<file path="src/rtl/latch_bus_writer_pkg.sv">
// Shared types and timing defaults for the transparent-latch bus writer.
package latch_bus_writer_pkg;

  typedef enum logic [1:0] {
    IDLE   = 2'd0,
    SETUP  = 2'd1,
    STROBE = 2'd2,
    HOLD   = 2'd3
  } state_t;

  localparam int unsigned DEF_DATA_W    = 8;
  localparam int unsigned DEF_SETUP_CYC = 2;
  localparam int unsigned DEF_PULSE_CYC = 2;
  localparam int unsigned DEF_HOLD_CYC  = 1;

  // Wide enough to hold the largest phase length with one bit of margin.
  function automatic int unsigned cnt_width(input int unsigned s,
                                            input int unsigned p,
                                            input int unsigned h);
    int unsigned m;
    m = s;
    if (p > m) m = p;
    if (h > m) m = h;
    return $clog2(m) + 1;
  endfunction

endpackage

</file>
<file path="src/rtl/latch_bus_writer_phase_timer.sv">
// Loadable down-counter timing each writer phase; zero flags phase end.
module latch_bus_writer_phase_timer #(
  parameter int unsigned CNT_W = 2
) (
  input  logic             clk,
  input  logic             reset,
  input  logic             load,
  input  logic [CNT_W-1:0] value,
  output logic             zero
);

  logic [CNT_W-1:0] count;

  always_ff @(posedge clk) begin
    if (!reset)
      count <= '0;
    else if (load)
      count <= value;
    else if (count != '0)
      count <= count - 1'b1;
  end

  assign zero = (count == '0);

endmodule

</file>
<file path="src/rtl/latch_bus_writer.sv">
// Drives a level-sensitive latch with programmable setup/pulse/hold windows.
// Optional readback compare enabled by LATCH_BUS_WRITER_READBACK_EN.
module latch_bus_writer
  import latch_bus_writer_pkg::*;
#(
  parameter int unsigned DATA_W    = DEF_DATA_W,
  parameter int unsigned SETUP_CYC = DEF_SETUP_CYC,
  parameter int unsigned PULSE_CYC = DEF_PULSE_CYC,
  parameter int unsigned HOLD_CYC  = DEF_HOLD_CYC
) (
  input  logic              clk,
  input  logic              reset,
  input  logic [DATA_W-1:0] in_data,
  input  logic              in_valid,
  output logic              in_ready,
  output logic [DATA_W-1:0] lat_d,
  output logic              lat_le,
  output logic              busy,
  output logic              done
`ifdef LATCH_BUS_WRITER_READBACK_EN
  ,
  input  logic [DATA_W-1:0] lat_q,
  output logic              rb_err
`endif
);

  localparam int unsigned CNT_W = cnt_width(SETUP_CYC, PULSE_CYC, HOLD_CYC);
  localparam logic [CNT_W-1:0] SETUP_LD = CNT_W'(SETUP_CYC - 1);
  localparam logic [CNT_W-1:0] PULSE_LD = CNT_W'(PULSE_CYC - 1);
  localparam logic [CNT_W-1:0] HOLD_LD  = CNT_W'((HOLD_CYC == 0) ? 0 : HOLD_CYC - 1);

  if (SETUP_CYC < 1) begin : g_setup_chk
    $error("latch_bus_writer: SETUP_CYC must be at least 1");
  end
  if (PULSE_CYC < 1) begin : g_pulse_chk
    $error("latch_bus_writer: PULSE_CYC must be at least 1");
  end

  state_t           state, state_nx;
  logic             load;
  logic [CNT_W-1:0] load_val;
  logic             zero;
  logic             accept;

  assign in_ready = reset && (state == IDLE);
  assign busy     = (state != IDLE);
  assign accept   = in_valid && in_ready;

  latch_bus_writer_phase_timer #(
    .CNT_W(CNT_W)
  ) u_timer (
    .clk  (clk),
    .reset(reset),
    .load (load),
    .value(load_val),
    .zero (zero)
  );

  always_comb begin
    state_nx = state;
    load     = 1'b0;
    load_val = '0;
    case (state)
      IDLE: if (accept) begin
        state_nx = SETUP;
        load     = 1'b1;
        load_val = SETUP_LD;
      end
      SETUP: if (zero) begin
        state_nx = STROBE;
        load     = 1'b1;
        load_val = PULSE_LD;
      end
      STROBE: if (zero) begin
        if (HOLD_CYC == 0) begin
          state_nx = IDLE;
        end else begin
          state_nx = HOLD;
          load     = 1'b1;
          load_val = HOLD_LD;
        end
      end
      HOLD: if (zero) state_nx = IDLE;
      default: state_nx = IDLE;
    endcase
  end

  // lat_le and done are decoded from the next state so both are clean registers.
  always_ff @(posedge clk) begin
    if (!reset) begin
      state  <= IDLE;
      lat_d  <= '0;
      lat_le <= 1'b0;
      done   <= 1'b0;
    end else begin
      state  <= state_nx;
      if (accept) lat_d <= in_data;
      lat_le <= (state_nx == STROBE);
      done   <= (state_nx == IDLE) && ((state == STROBE) || (state == HOLD));
    end
  end

`ifdef LATCH_BUS_WRITER_READBACK_EN
  if (HOLD_CYC < 1) begin : g_hold_chk
    $error("latch_bus_writer: readback needs HOLD_CYC of at least 1");
  end

  logic first_hold;

  always_ff @(posedge clk) begin
    if (!reset) begin
      first_hold <= 1'b0;
      rb_err     <= 1'b0;
    end else begin
      first_hold <= (state == STROBE) && (state_nx == HOLD);
      if (first_hold && (lat_q != lat_d)) rb_err <= 1'b1;
    end
  end
`endif

endmodule

</file>
<file path="config.mk">
export PLATFORM = sky130hd
export DESIGN_NAME = latch_bus_writer
export DESIGN_NICKNAME = d
export VERILOG_FILES = /design/src/rtl/latch_bus_writer_pkg.sv /design/src/rtl/latch_bus_writer_phase_timer.sv /design/src/rtl/latch_bus_writer.sv
export SDC_FILE = /design/constraint.sdc
export NUM_CORES = 1
export LEC_CHECK = 0
export BUFFER_PORTS_ARGS = -buffer_cell sky130_fd_sc_hd__buf_4
export CORE_AREA = 2 2 46 48
export CTS_BUF_LIST = sky130_fd_sc_hd__clkbuf_4
export DETAILED_ROUTE_END_ITERATION = 8
export DIE_AREA = 0 0 48 50
export PLACE_DENSITY = 0.65
export REMOVE_ABC_BUFFERS = 1
export SYNTH_ARGS = -nofsm -noshare
export SYNTH_HDL_FRONTEND = slang
export SYNTH_SLANG_ARGS = --single-unit
export TNS_END_PERCENT = 20
</file>
<file path="constraint.sdc">
create_clock -name clk -period 1.73 [get_ports clk]
set_clock_uncertainty 0.05 [all_clocks]
set_input_delay 0.0865 -clock clk [delete_from_list [all_inputs] [get_ports clk]]
set_output_delay 0.0865 -clock clk [all_outputs]
set_load 0.005 [all_outputs]
</file>
==> flow_summary_export.csv <==
group,metric,value,unit
yosys,netlist.area_leader.share,39.6,%
die,die_w,48,um
clocking,htreeDepth,1,
pwr,leakage,0.438,nW
route,drc_errors,0,
global_routing,grt_pass1_vias,512,
yosys,yosys.area.top_type,"dfxtp_1",
setup_path,max_stage_delay,0.37,ns
yosys,synth_area,708,sq um
route,avgRoutedWirePerCell,10.4,um
sta,max_clock_freq,636,MHz
yosys,synth_edf_count,0,
place,hpwl,989,um
die,die_area,0.00240,sq mm
layout,antenna_cells,0,
yosys,ys_warn_count,0,
yosys,synth_seq_cells,14,
pwr,p_total,1.22,mW
yosys,ys_seq_area_share,39.6,%
route,routed_wl,1430,um
sta,slew_headroom,79.0,%
die,placementRows,16,
status,status,"finished clean",
setup_path,cp_slowest_cell,"dfxtp_2",
yosys,synth_area_per_cell,8.74,sq um
clocking,clkLatencyLatePin,0.27,ns
setup_path,worstPathBufferInverterCount,1,
pwr,pwr_density_cell,1240,mW/mm^2
pwr,internal-power,761,uW
setup_path,crit_arrival,1.73,ns
sta,tightest_slew,0.315,ns
yosys,synth_cell_types,23,
run,drv_cap,0,
route,first_pass_iters,4,
sta,rsz0062_at_grt,"no",
die,chipHeight,50,um
setup_path,reg2reg_slack,0.16,ns
layout,drive_gt1_share,29.1,%
yosys,synthArstFlopShare,0,%
clocking,root_buffer,"clkbuf_4",
global_routing,grt_max_degree,21,
clocking,clockBufferDepth,2,
pwr,switchingPower,456,uW
global_routing,grt_pass1_wl,2080,um
die,coreArea,0.00190,sq mm
clocking,path_clk_slew,0.08,ns
sta,hold_violations,0,
yosys,synth_common_cells,"nand2_1 (19), dfxtp_1 (14), o21ai_0 (9)",
pwr,switching_share,37.5,%
pwr,combPwrFrac,48.4,%
pwr,irDropWorstVdd,0.709,mV
sta,fin_crit_sh,90.9,%
global_routing,grt.total_usage,11.8,%
clocking,cts-buffers-inserted,3,
layout,final_core_util,51.7,%
sta,slew_violations,0,
sta,setup_viol,0,
layout,nNetsFinal,129,
yosys,synth_ff_type,"dfxtp_1",
sta,setup_tns,0,ns
place,globalplace.congestion,0.764,
die,ios,23,
setup_path,start_kind,"flip-flop",
global_routing,antenna_found_initial,0,
route,vias,621,
layout,area_growth,38.9,%
clocking,cts_tree,"built",
yosys,synthCells,81,
hold_path,holdCritPathClass,"input pin to flip-flop",
global_routing,grt.overflow.total,0,
setup_path,critPathTopFamily,"compound AO/OA/AOI/OAI gates",
pwr,p_clk_share,14.6,%
yosys,yosysMostFrequentCell,"nand2_1",
setup_path,critPathKind,"flip-flop to flip-flop",
sta,period_needed,1.57,ns
place,portBuffers,22,
pwr,p_seq_share,37.1,%
route,drt_iter0_markers,5,
route,viasPerCell,4.53,
setup_path,endpoint_kind,"flip-flop",
setup_path,critPathRequiredTime,1.89,ns
setup_path,worstPathCellList,"inv_1 > ha_1 > and3_4 > a211oi_2 > o21ai_1 > nor3_2",
setup_path,critPathMaxFanout,20,
die,start_util,37.2,%
clocking,cts_setup_buffers,0,
clocking,clock_sinks,14,
route,drtAntennaViolNets,0,
yosys,synthTopCellsByArea,"dfxtp_1 (40%), ha_1 (11%), nand2_1 (10%), o21ai_0 (6.4%), o311ai_4 (3.7%)",
-- routing by layer --
| layer | vias to the layer above | part of all wire (%) | GRT usage [%] |
|---|---|---|---|
| met1 | 266 | 45 | 15.1 |
| met3 | 4 | 8.1 | 2.56 |
| met5 | - | 0 | 0 |
| met4 | 0 | 1.6 | 5.41 |
| li1 | 328 | - | - |
| met2 | 23 | 45 | 18.2 |
-- what timing repair did --
item / in CTS / in global routing
hold buffers: 8 / 0
gates resized for setup: 0 / 3
hold endpoints to repair: 8 / 0
setup endpoints to repair: 0 / 1
-- power groups by stage --
stage | clock network (mW) | registers [mW] | logic (mW)
2_1_floorplan | 0 | 0.450 | 0.388
3_3_place_gp | 0 | 0.450 | 0.560
3_5_place_dp | 0 | 0.455 | 0.569
4_1_cts | 0.184 | 0.446 | 0.589
5_1_grt | 0.199 | 0.461 | 0.659
6_report | 0.177 | 0.451 | 0.588
-- through the flow --
stage	std cells	setup WS [ns]	hold slack, ns	cell area, sq um
6_report	137	0.158	0.0743	983
5_1_grt	137	0.0267	0.0849	983
4_1_cts	137	0.102	0.0740	976
3_5_place_dp	126	0.112	0.244	873
3_3_place_gp	126	0.186	0.236	873
2_1_floorplan	77	0.248	0.145	674
-- path summary, 6_finish.rpt --
path,from,to,cells after the start
hold / removal,reset,u_timer.count[0],2
hold reg to reg,lat_d[2],lat_d[2],2
setup reg to reg,state[1],done,6
setup / recovery,state[1],done,6
-- flip-flops by register name, summed over array words and instances (netlist names) --
register / cells
state: 2
lat_le: 1
u_timer.count: 2
done: 1
lat_d: 8
-- placed cells by master, fill, tap and decap left out, drive strengths merged --
cell type    netlist  layout
buf                3      22
nand2             19      19
dfxtp             14      14
o21ai             10      10
dlygate4sd3        0       8
inv                6       6
ha                 6       6
nor2b              4       4
nor2               3       3
a21oi              3       3
clkbuf             1       3
and2               2       2
and3               1       1
o21a               1       1
a211oi             1       1
nor3b              1       1
nand3b             1       1
o31a               1       1
o211a              1       1
o221ai             1       1
o311ai             1       1
nor3               1       1
-- cells by family (layout without fill, tap and decap cells) --
group / count (synthesis) / after routing / share of synthesized area [%]
flops: 14 / 14 / 39.6
buf+inv: 10 / 39 / 7.95
fa+ha+maj: 6 / 6 / 10.6
simple gates: 32 / 32 / 21.4
compound gates: 19 / 19 / 20.5
-- area by class of cell --
class	count	area [sq um]
Clock buffer	3	22.5
Fill cell	171	918
Inverter	6	22.5
Multi-Input combinational cell	57	377
Sequential cell	14	283
Tap cell	27	33.8
Timing Repair Buffer	30	245
No activity file was read; power rests on OpenSTA's default activity.
